==> config.mk <==
export PLATFORM = sky130hd
export DESIGN_NAME = sqrt_share_arbiter
export DESIGN_NICKNAME = d
export VERILOG_FILES = /design/src/rtl/sqrt_share_arbiter_pkg.sv /design/src/rtl/sqrt_share_arbiter_rr_arbiter.sv /design/src/rtl/sqrt_share_arbiter.sv
export SDC_FILE = /design/constraint.sdc
export NUM_CORES = 1
export LEC_CHECK = 0
export BUFFER_PORTS_ARGS = -buffer_cell sky130_fd_sc_hd__buf_2
export CAP_MARGIN = 30
export CORE_UTILIZATION = 30
export CTS_CLUSTER_DIAMETER = 60
export DETAILED_ROUTE_END_ITERATION = 10
export SYNTH_ARGS = -nofsm -noshare
export SYNTH_HDL_FRONTEND = slang
export SYNTH_SLANG_ARGS = --single-unit
==> constraint.sdc <==
create_clock -name clk -period 4 [get_ports clk]
set_clock_uncertainty 0.15 [all_clocks]
set_input_delay 0.2 -clock clk [delete_from_list [all_inputs] [get_ports clk]]
set_output_delay 0.2 -clock clk [all_outputs]
set_load 0.05 [all_outputs]
==> src/rtl/sqrt_share_arbiter_pkg.sv <==
// Shared constants and FSM encoding for the shared square-root arbiter.
package sqrt_share_arbiter_pkg;

  localparam int F32W = 32;
  localparam logic [F32W-1:0] QNAN = 32'h7FC0_0000;

  typedef enum logic [1:0] {
    ST_IDLE  = 2'd0,
    ST_START = 2'd1,
    ST_WAIT  = 2'd2,
    ST_RESP  = 2'd3
  } state_t;

endpackage

==> src/rtl/sqrt_share_arbiter_rr_arbiter.sv <==
// Combinational round-robin pick: first set request at or after ptr, wrapping.
module rr_arbiter #(
  parameter int NREQ = 4,
  parameter int IDW  = 2
) (
  input  logic [NREQ-1:0] req,
  input  logic [IDW-1:0]  ptr,
  output logic [NREQ-1:0] gnt,
  output logic [IDW-1:0]  idx,
  output logic            any_req
);

  localparam logic [IDW:0] NREQ_W = (IDW+1)'(NREQ);

  logic [IDW:0] pos;

  always_comb begin
    gnt     = '0;
    idx     = '0;
    any_req = 1'b0;
    pos     = '0;
    for (int k = 0; k < NREQ; k++) begin
      pos = {1'b0, ptr} + (IDW+1)'(k);
      if (pos >= NREQ_W) pos = pos - NREQ_W;
      if (!any_req && req[pos[IDW-1:0]]) begin
        any_req             = 1'b1;
        gnt[pos[IDW-1:0]]   = 1'b1;
        idx                 = pos[IDW-1:0];
      end
    end
  end

endmodule

==> src/rtl/sqrt_share_arbiter.sv <==
// Time-shares one external bit-serial sqrt unit among NREQ requesters with a
// watchdog and a registered result buffer held until the consumer accepts it.
module sqrt_share_arbiter
  import sqrt_share_arbiter_pkg::*;
#(
  parameter int NREQ    = 4,
  parameter int IDW     = 2,
  parameter int TIMEOUT = 31
) (
  input  logic                 clk,
  input  logic                 rst,
  input  logic [NREQ-1:0]      req_valid,
  input  logic [NREQ*32-1:0]   req_data,
  output logic [NREQ-1:0]      req_ready,
  output logic                 res_valid,
  output logic [31:0]          res_data,
  output logic [IDW-1:0]       res_id,
  output logic                 res_err,
  input  logic                 res_ready,
  output logic                 busy,
  output logic                 sq_rst,
  output logic [31:0]          sq_a,
  input  logic                 sq_rdy,
  input  logic [31:0]          sq_result
);

  localparam int CW = $clog2(TIMEOUT + 1);
  localparam logic [CW-1:0]  TO_CNT  = CW'(TIMEOUT);
  localparam logic [IDW-1:0] LAST_ID = IDW'(NREQ - 1);

  state_t            state_q, state_d;
  logic [IDW-1:0]    ptr_q, ptr_d;
  logic [CW-1:0]     cnt_q, cnt_d;
  logic [IDW-1:0]    id_q, id_d;
  logic [F32W-1:0]   sq_a_q, sq_a_d;
  logic [F32W-1:0]   res_data_q, res_data_d;
  logic              res_err_q, res_err_d;
  logic              res_vld_q, res_vld_d;

  logic [NREQ-1:0]   gnt;
  logic [IDW-1:0]    win_idx;
  logic              win_any;
  logic [F32W-1:0]   win_op;

  rr_arbiter #(.NREQ(NREQ), .IDW(IDW)) u_rr (
    .req     (req_valid),
    .ptr     (ptr_q),
    .gnt     (gnt),
    .idx     (win_idx),
    .any_req (win_any)
  );

  always_comb win_op = req_data[win_idx*F32W +: F32W];

  always_comb begin
    state_d    = state_q;
    ptr_d      = ptr_q;
    cnt_d      = cnt_q;
    id_d       = id_q;
    sq_a_d     = sq_a_q;
    res_data_d = res_data_q;
    res_err_d  = res_err_q;
    res_vld_d  = res_vld_q;
    req_ready  = '0;
    case (state_q)
      ST_IDLE: begin
        if (win_any) begin
          req_ready = gnt;
          sq_a_d    = win_op;
          id_d      = win_idx;
          state_d   = ST_START;
        end
      end
      ST_START: begin
        // sq_rdy is stale here: it still reflects the previous operation
        cnt_d   = '0;
        state_d = ST_WAIT;
      end
      ST_WAIT: begin
        cnt_d = cnt_q + CW'(1);
        if (sq_rdy) begin
          res_data_d = sq_result;
          res_err_d  = 1'b0;
          res_vld_d  = 1'b1;
          state_d    = ST_RESP;
        end else if (cnt_q == TO_CNT) begin
          res_data_d = QNAN;
          res_err_d  = 1'b1;
          res_vld_d  = 1'b1;
          state_d    = ST_RESP;
        end
      end
      ST_RESP: begin
        if (res_ready) begin
          res_vld_d = 1'b0;
          ptr_d     = (id_q == LAST_ID) ? '0 : id_q + IDW'(1);
          state_d   = ST_IDLE;
        end
      end
      default: state_d = ST_IDLE;
    endcase
  end

  always_ff @(posedge clk) begin
    if (rst) begin
      state_q    <= ST_IDLE;
      ptr_q      <= '0;
      cnt_q      <= '0;
      id_q       <= '0;
      sq_a_q     <= '0;
      res_data_q <= '0;
      res_err_q  <= 1'b0;
      res_vld_q  <= 1'b0;
    end else begin
      state_q    <= state_d;
      ptr_q      <= ptr_d;
      cnt_q      <= cnt_d;
      id_q       <= id_d;
      sq_a_q     <= sq_a_d;
      res_data_q <= res_data_d;
      res_err_q  <= res_err_d;
      res_vld_q  <= res_vld_d;
    end
  end

  assign res_valid = res_vld_q;
  assign res_data  = res_data_q;
  assign res_id    = id_q;
  assign res_err   = res_err_q;
  assign busy      = (state_q != ST_IDLE);
  assign sq_rst    = (state_q == ST_START);
  assign sq_a      = sq_a_q;

endmodule

* Word-level counts from Yosys, hierarchy flattened
Cells that the tools add are included.
** Storage, ports and cells
- Register bits after elaboration :: 77
- Word-level logic and storage cells :: 109
** Cells by class
- Add/subtract/negate cells :: 9
- Order comparisons :: 12
- Eq/ne operators :: 8
- Shift-type cells :: 1
- Mux-type cells :: 48
- Bitwise logic cells :: 3
- Reduce and logical (&&, ||, !) cells :: 20
** Operator list (count)
- $shiftx A128 B8 Y32 :: 1
- $mux W32 :: 2
- $mux W2 :: 13
- $mux W4 :: 6
- $mux W1 :: 16
- $lt A2 B3 Y1 const B :: 4
- $or A4 B4 Y4 :: 3
- $pmux W5 S2 :: 1
- $ge A3 B3 Y1 const B :: 3
- $bmux W1 S2 :: 4
- $demux W1 S2 :: 4
- $ge A2 B1 Y1 const B :: 4
- $pmux W2 S4 :: 1
- $reduce_bool A2 Y1 :: 4
- $sub A2 B1 Y2 const B :: 4
- $logic_and A1 B1 Y1 :: 7
- $add A2 B2 Y3 const B :: 2
- $eq A2 B2 Y1 const B :: 3
- $reduce_and A2 Y1 :: 3
- $reduce_and A3 Y1 :: 2
- $add A5 B1 Y5 const B :: 1
- $eq A5 B5 Y1 const B :: 1
- $add A2 B1 Y3 const B :: 1
- $ge A2 B3 Y1 const B :: 1
- other kinds (8) :: 10

* Longest topological paths before layout
Gate-level depths: netlist of run 1.
- Word-level depth :: 16
- Depth in mapped cells :: 13
- Gate-level depth less buffers :: 8

* Cells and area by module
A second synthesis of run 1 with hierarchy kept.
** Unflattened totals
- Cells, all modules :: 407
- Area total of the unflattened synthesis :: 4145.2 µm²
** By module, submodules not included
- sqrt_share_arbiter :: instances 1, cells an instance 362, area an instance 3723.6 µm², sequential area each 1541.5 µm²
- rr_arbiter :: instances 1, cells an instance 45, area an instance 421.7 µm², sequential area each 0.0 µm²

* Least setup slack after synthesis of run 1
OpenSTA, ideal clock, no wires.
- Path type :: register to output
- Start point :: register ptr_q[0]
- End point :: output req_ready[0]
- Arrival :: 3.026 ns
- Data required time :: 3.650 ns
- Setup slack :: 0.624 ns
- Cell stages (with the launch flop) :: 12
- Cell sequence :: dfxtp_1 buf_6 buf_4 inv_1 ha_1 clkbuf_1 mux4_2 nor2b_1 a22oi_1 nor2_1 a221oi_1 nor2_1
** Between the ends
- Word-level cells in the longest chain between the ends :: 16
- Elaborated cells on any way between the ends :: 62
** RTL lines
- from (decl) :: RTL line sqrt_share_arbiter.sv:32 : logic [IDW-1:0] ptr_q, ptr_d;
- from (signal assigned) :: RTL line sqrt_share_arbiter.sv:116 : ptr_q <= ptr_d;
- branches (longest 14 deep; another with $add A2 B1 Y3)
- $mux W4 * :: RTL line sqrt_share_arbiter.sv:67 : if (win_any) begin
- $mux W4 * :: RTL line sqrt_share_arbiter.sv:65 : case (state_q)
- to (decl) :: RTL line sqrt_share_arbiter.sv:14 : output logic [NREQ-1:0] req_ready,
Every way passes the cells marked *. The select of a mux whose other input is x is not followed.

* Worst setup path in the final report of run 1
- Start point :: register ptr_q[0]
- End point :: output req_ready[2]
Same word-level chain as after synthesis.

==> impl_metrics.json, run 1 <==
{
  "status": "complete, no violations",
  "drv_slew": 0,
  "detail-route-antenna-nets": 0,
  "met3_length_mm": 1.09,
  "ys_seq_elements": 77,
  "finalSetupViolCount": 0,
  "wl_met1_mm": 5.65,
  "cp-end-kind": "primary output",
  "cp_max_fo": 11,
  "clockBufferDepth": 2,
  "hold_path_class": "in -> reg",
  "dieArea_um2": 15400,
  "slowest_stage": "ha_1",
  "layout-drive-gt1-share": 0.427,
  "routed.top_layer": "met4",
  "antenna_found_initial": 0,
  "grt_pass1_vias": 4024,
  "cts_root_buf": "clkbuf_16",
  "cpPeakStageDelay_ps": 510,
  "worst_path_most_repeated_cell": "nor2_1",
  "area_delta_synth_final_pct": 42.4,
  "post_drt_wl_per_cell_um": 14.6,
  "synthFlopType": "dfxtp_1",
  "drc": 0,
  "yosys.area.top_type": "dfxtp_1",
  "fin_util": 0.437,
  "synth_edf_count": 0,
  "nNetsFinal": 907,
  "synth_top_area_share": 0.346,
  "p_leak_nw": 3.06,
  "finalHoldViolCount": 0,
  "h-tree-depth": 3,
  "syn_inst": 467,
  "timing.setup.tns_ps": 0,
  "worst-path-buf-inv": 3,
  "num_antenna_cells": 0,
  "synth_compound_area_frac": 0.217,
  "tightestPinTransition_ps": 891,
  "post-route-min-period_ps": 3410,
  "slew_headroom": 0.406,
  "wirelength_mm": 13.3,
  "die_x_um": 124,
  "final_cell_mix": "buf_2 (241), dfxtp_1 (77), nor2_1 (70), mux2i_1 (67), nand2_1 (43)",
  "synthesis.nets": 650,
  "route.met2.wl_mm": 6.38,
  "synth_simple_gate_area_frac": 0.153,
  "yosys_warnings": 0,
  "synth_area_um2": 4460,
  "vias": 4463,
  "critPathRequiredTime_ps": 3650,
  "drt_iter0_drc": 190,
  "io_pins": 242,
  "ys_seq_area_frac": 0.346,
  "drv_cap": 0,
  "via_per_inst": 4.89,
  "firstDrtPassIters": 4,
  "cts.sinks": 77,
  "grt_usage": 0.161,
  "path_clk_slew_ps": 60,
  "critical_path_arrival_ps": 3060,
  "coreArea_um2": 14500,
  "routabilityCongestion": 0.801,
  "synthAdderAreaFrac": 0.0421,
  "max_clock_freq_ghz": 0.293,
  "cpLargestDelayFamily": "simple AND/OR/NAND/NOR gates",
  "cts_inserted_buffers": 9,
  "grt_max_degree": 64,
  "clk_latency_ps": 340,
  "min_period_over_period": 0.853,
  "synth_top_family_by_area": "compound AO/OA/AOI/OAI gates",
  "tritoncts": "yes",
  "io_buffers": 241,
  "place_hpwl_mm": 9.23,
  "start_kind": "flop",
  "final_common_cell": "buf_2",
  "rows": 44,
  "start_util": 0.307,
  "muxShareOfSynthArea": 0.176,
  "yosys.cell_types.count": 44,
  "crit_chain": "inv_1 -> buf_4 -> ha_1 -> mux4_2 -> nor2b_1 -> a22oi_1 -> nor2_1 -> a221oi_1 -> nor2_1 -> buf_2",
  "power_density_nw_per_um2": 600,
  "chipHeight_um": 124,
  "globalRoute.totalOverflow": 0,
  "irDropWorstVdd_mv": 0.352,
  "worstSetupPathType": "reg -> out",
  "rsz0062_at_grt": "no",
  "synth-xor-area-share": 0,
  "avgSynthCellArea_um2": 9.55,
  "async_reset_ff_frac": 0,
  "synth_area_leaders": "dfxtp_1 (35%), mux2i_1 (15%), o221ai_2 (10%), nor2_1 (6.0%), a22oi_1 (4.7%)",
  "grt_pass1_wl_mm": 19.3
}
==> what timing repair did <==
item                      CTS  global route
buffers inserted            0             0
hold endpoints to repair   33             0
hold buffers               33             0
resized for setup           0             0
==> logic make-up (layout without fill, tap and decap cells) <==
kind of cell / count (synthesis) / count (layout)
buf+inv: 43 / 304
fa+ha+maj: 15 / 15
mux: 75 / 75
simple gates: 158 / 158
flops: 77 / 77
compound gates: 99 / 99
==> registers in the layout, summed over array words and instances (netlist names) <==
name	flops
cnt_q	5
ptr_q	2
res_data	32
res_err	1
res_id	2
res_valid	1
sq_a	32
state_q	2
==> final cells by class <==
| class | instances | area (µm²) |
|---|---|---|
| Clock buffer | 9 | 225 |
| Inverter | 6 | 22.5 |
| Fill cell | 1440 | 8190 |
| Sequential cell | 77 | 1540 |
| Multi-Input combinational cell | 347 | 2630 |
| Timing Repair Buffer | 283 | 1630 |
| Clock inverter | 6 | 71.3 |
| Tap cell | 184 | 230 |
==> worst paths after layout <==
path	endpoint	slack, ps	cells after the start	start
max reg2reg	sq_a[4]	740	10	ptr_q[0]
min reg2reg	sq_a[8]	310	2	sq_a[8]
max	req_ready[2]	590	10	ptr_q[0]
min	sq_a[6]	20	3	req_data[38]
==> through the flow <==
stage | worst slack (ps) | std cells | hold slack (ps) | power, mW | cell area (µm²)
after floorplan | 624 | 467 | 210 | 2.57 | 4460
after global placement | 826 | 864 | 292 | 2.98 | 5720
after detailed placement | 769 | 864 | 296 | 2.99 | 5720
after CTS | 632 | 912 | 1.86 | 3.86 | 6350
after global routing | 419 | 912 | 23.4 | 4.04 | 6350
final | 588 | 912 | 21.1 | 3.81 | 6350
==> layer usage <==
metal	vias to the layer above	global-route usage
li1	2229	-
met1	2045	0.191
met2	177	0.278
met3	12	0.0517
met4	0	0.0394
met5	-	0
==> tightest hold or removal path, cell delays in order <==
cell	delay [ps]
buf_2	80
mux2i_1	70
o221ai_2	120
==> cell usage after synthesis (2+ instances only) <==
cell      count
buf_6         2
nor4_1        2
nor3_1       18
a22oi_1      28
nor3b_1       4
inv_1         6
a211oi_1      2
mux4_2        2
buf_2         5
nand2b_1      7
o221ai_2     31
mux2_2        6
a221oi_1      5
buf_4         4
o21ai_0       6
o22ai_1       2
a21oi_1      13
nor2b_1       3
dfxtp_1      77
mux2i_1      67
nand3_1       4
ha_1         15
nand2_1      44
buf_12        6
clkbuf_1     19
nor2_1       71
==> report_power, final <==
group / internal (mW) / switching [mW]
clock: 0.485 / 0.338
sequential: 0.953 / 0.102
combinational: 0.596 / 1.34
(Power assumes the default switching activity.)
==> inputs of run 2 (changes only) <==
Settings changed: CTS_BUF_LIST set to sky130_fd_sc_hd__clkbuf_4.
==> run 2 against run 1 <==
Utilization rose by 7.5 points; highest routed layer unchanged; maximum frequency fell by 11%; flip-flop and latch count did not move; total power fell by 2.8%; first-iteration DRC count rose by 33%.
==> impl_metrics.json, run 2 (same netlist as run 1, synthesis figures left out) <==
{
  "cts_inserted_buffers": 9,
  "dp_cells": 864,
  "clk_latency_ps": 450,
  "rsz0062_at_grt": "no",
  "grt_pass1_wl_mm": 23.6,
  "status": "complete, no violations",
  "timing.setup.tns_ps": 0,
  "path_clk_slew_ps": 140,
  "firstDrtPassIters": 4,
  "grt_max_degree": 64,
  "cp-end-kind": "flop",
  "p_leak_nw": 3.51,
  "max_clock_freq_ghz": 0.260,
  "finalHoldWorstSlack_ps": 147,
  "irDropWorstVdd_mv": 0.300,
  "post-route-min-period_ps": 3840,
  "worstSetupPathType": "reg -> reg",
  "place_hpwl_mm": 9.23,
  "die_x_um": 124,
  "chipHeight_um": 124,
  "drc": 0,
  "nNetsFinal": 1031,
  "drv_cap": 0,
  "wirelength_mm": 16.1,
  "routabilityCongestion": 0.801,
  "io_pins": 242,
  "area_delta_synth_final_pct": 66.7,
  "slew_headroom": 0.406,
  "vias": 5109,
  "cts_setup_buffers": 0,
  "cp_max_fo": 63,
  "detail-route-antenna-nets": 0,
  "min_period_over_period": 0.960,
  "cts_root_buf": "clkbuf_4",
  "h-tree-depth": 3,
  "start_util": 0.307,
  "hold_buffers": 157,
  "fin_util": 0.511,
  "worst_slack_ps": 159,
  "power_density_nw_per_um2": 499,
  "layout.cells.non_filler": 1036,
  "critPathRequiredTime_ps": 4170,
  "dieArea_um2": 15400,
  "grt_usage": 0.198,
  "post_cts_resized": 0,
  "globalRoute.totalOverflow": 0,
  "start_kind": "flop",
  "rows": 44,
  "layout-drive-gt1-share": 0.365,
  "grt_pass1_vias": 5005,
  "final_cell_mix": "buf_2 (241), dlygate4sd3_1 (157), dfxtp_1 (77), nor2_1 (70), mux2i_1 (67)",
  "io_buffers": 241,
  "num_antenna_cells": 0,
  "cts.sinks": 77,
  "tritoncts": "yes",
  "finalSetupViolCount": 0,
  "coreArea_um2": 14500,
  "drv_slew": 0,
  "post_drt_wl_per_cell_um": 15.5,
  "hold_path_class": "in -> reg",
  "drt_iter0_drc": 252,
  "antenna_found_initial": 0,
  "via_per_inst": 4.93,
  "finalHoldViolCount": 0,
  "clockBufferDepth": 2,
  "pre_cts_ws_ps": 769,
  "critical_path_arrival_ps": 4010,
  "final_common_cell": "buf_2",
  "tightestPinTransition_ps": 891
}
run 2: layout make-up:
cell class	count	area, µm²
clock inverter	6	71.3
fill	1314	7100
multi-input combinational	347	2630
clock buffer	9	67.6
timing repair buffer	407	2870
sequential	77	1540
inverter	6	22.5
tap	184	230
run 2: metrics by stage:
step | cell area, µm² | power [mW]
2_1_floorplan | 4460 | 2.57
3_3_place_gp | 5720 | 2.98
3_5_place_dp | 5720 | 2.99
4_1_cts | 7430 | 3.72
5_1_grt | 7430 | 3.93
6_report | 7430 | 3.71
run 2: where the power goes:
group | internal (mW) | total (mW) | switching, mW
combinational | 0.762 | 2.15 | 1.39
sequential | 0.952 | 1.06 | 0.105
clock | 0.192 | 0.495 | 0.303
run 2: critical path: stages (launching register included):
cell and delay, ps:
dfxtp_1 350, inv_1 40, buf_4 150, ha_1 500
mux2_2 390, nor2_1 110, a211oi_2 70, a222oi_1 460
buf_12 390, mux2i_1 280, dlygate4sd3_1 590, o221ai_2 90
run 2: metal layers:
layer,global-route usage,wire length [µm]
met1,0.218,6370
met5,0,0
met4,0.0915,497
met3,0.0600,1270
met2,0.348,7950
run 2: path summary, 6_finish.rpt:
check	from	endpoint	slack, ps	cells past startpoint
max reg2reg	ptr_q[0]	sq_a[29]	160	11
min	sq_rdy	res_valid	150	5
min reg2reg	sq_a[8]	sq_a[8]	320	2
max	ptr_q[0]	sq_a[29]	160	11
==> inputs of run 3 (changes only) <==
Settings changed: PLACE_DENSITY set to 0.59.
==> run 3 against run 2 <==
Count of clock-buffer cells in the layout stayed put; highest routed layer unchanged; global-route usage is 0.24 points lower; die area stayed put; first-iteration DRC count is 2.0% lower; clock power is 3% lower; via count is 0.37% higher; largest cell class unchanged; non-clock buffer count is 1 lower; worst setup slack better by 43 ps.
==> impl_metrics.json, run 3 (same netlist as run 1, synthesis figures left out) <==
{
  "final_common_cell": "buf_2",
  "start_kind": "flop",
  "finalSetupViolCount": 0,
  "chipHeight_um": 124,
  "rsz0062_at_grt": "no",
  "finalHoldViolCount": 0,
  "detail-route-antenna-nets": 0,
  "max_clock_freq_ghz": 0.263,
  "critical_path_arrival_ps": 3960,
  "power_density_nw_per_um2": 498,
  "route.met2.wl_mm": 8.04,
  "drc": 0,
  "rows": 44,
  "wl_met1_mm": 6.57,
  "io_pins": 242,
  "firstDrtPassIters": 4,
  "routabilityCongestion": 0.817,
  "via_per_inst": 4.95,
  "met3_length_mm": 1.14,
  "grt_pass1_wl_mm": 23.4,
  "routed.top_layer": "met4",
  "place_hpwl_mm": 9.38,
  "timing.setup.tns_ps": 0,
  "min_period_over_period": 0.950,
  "path_clk_slew_ps": 160,
  "nNetsFinal": 1030,
  "die_x_um": 124,
  "cts_inserted_buffers": 9,
  "grt_usage": 0.196,
  "tightestPinTransition_ps": 872,
  "finalHoldWorstSlack_ps": 148,
  "hold_path_class": "in -> reg",
  "tritoncts": "yes",
  "num_antenna_cells": 0,
  "vias": 5128,
  "clk_latency_ps": 450,
  "h-tree-depth": 3,
  "clockBufferDepth": 2,
  "area_delta_synth_final_pct": 66.1,
  "final_cell_mix": "buf_2 (241), dlygate4sd3_1 (157), dfxtp_1 (77), nor2_1 (70), mux2i_1 (67)",
  "cts_root_buf": "clkbuf_4",
  "grt_max_degree": 64,
  "post_drt_wl_per_cell_um": 15.6,
  "drv_cap": 0,
  "irDropWorstVdd_mv": 0.356,
  "p_leak_nw": 3.50,
  "status": "complete, no violations",
  "grt_pass1_vias": 5100,
  "globalRoute.totalOverflow": 0,
  "layout-drive-gt1-share": 0.365,
  "cp-end-kind": "flop",
  "drv_slew": 0,
  "drt_iter0_drc": 247,
  "post-route-min-period_ps": 3800,
  "antenna_found_initial": 0,
  "fin_util": 0.509,
  "worstSetupPathType": "reg -> reg",
  "start_util": 0.307,
  "dieArea_um2": 15400,
  "slew_headroom": 0.418,
  "cts.sinks": 77,
  "critPathRequiredTime_ps": 4170,
  "wirelength_mm": 16.1,
  "io_buffers": 241,
  "coreArea_um2": 14500,
  "cp_max_fo": 63
}
## run 3: changes by cell type in the layout (fill, tap and decap cells not counted)
| cell | previous run | this run |
|---|---|---|
| buf_12 | 2 | 1 |
| inv_8 | 0 | 2 |
| bufinv_16 | 1 | 0 |
## run 3: final cells by class
class | instances | area, µm²
Clock inverter | 7 | 63.8
Clock buffer | 9 | 67.6
Fill cell | 1316 | 7130
Sequential cell | 77 | 1540
Multi-Input combinational cell | 347 | 2630
Tap cell | 184 | 230
Inverter | 6 | 22.5
Timing Repair Buffer | 406 | 2850
## run 3: repair_timing
action                                 CTS  global route
hold buffers                           157             0
resized for setup                        0             0
endpoints found under the hold margin   66             0
buffers inserted                         0             0
## run 3: path summary, 6_finish.rpt
kind,endpoint,from,slack [ps],cells past startpoint
setup / recovery,sq_a[29],ptr_q[0],200,10
hold / removal,res_data[23],sq_rdy,150,4
setup reg to reg,sq_a[29],ptr_q[0],200,10
hold reg to reg,sq_a[20],sq_a[20],330,2
## run 3: worst max-delay path, cell delays in order (launching register included)
cell and delay (ps):
dfxtp_1 360, inv_1 130, ha_1 530, mux2_2 400, nor2_1 110, a211oi_2 70, a222oi_1 470, buf_12 410
mux2i_1 230, dlygate4sd3_1 610, o221ai_2 120
## run 3: metrics by stage
step                      setup WS (ps)  cell area, µm²  instances  power (mW)
after floorplan                     624            4460        467        2.57
after global placement              846            5700        863        2.94
after detailed placement            802            5700        863        2.98
after CTS                           313            7400       1036        3.69
after global routing               64.0            7400       1036        3.91
final                               202            7400       1036        3.68
## run 3: per-layer routing
layer | GRT usage | vias up
met1 | 0.216 | 2399
li1 | - | 2477
met5 | 0 | -
met4 | 0.0878 | 0
met3 | 0.0481 | 35
met2 | 0.353 | 217
## run 3: power by group
part           internal, mW  switching, mW
Combinational         0.752           1.40
Sequential            0.951          0.105
Clock                 0.141          0.339
Total                  1.84           1.84
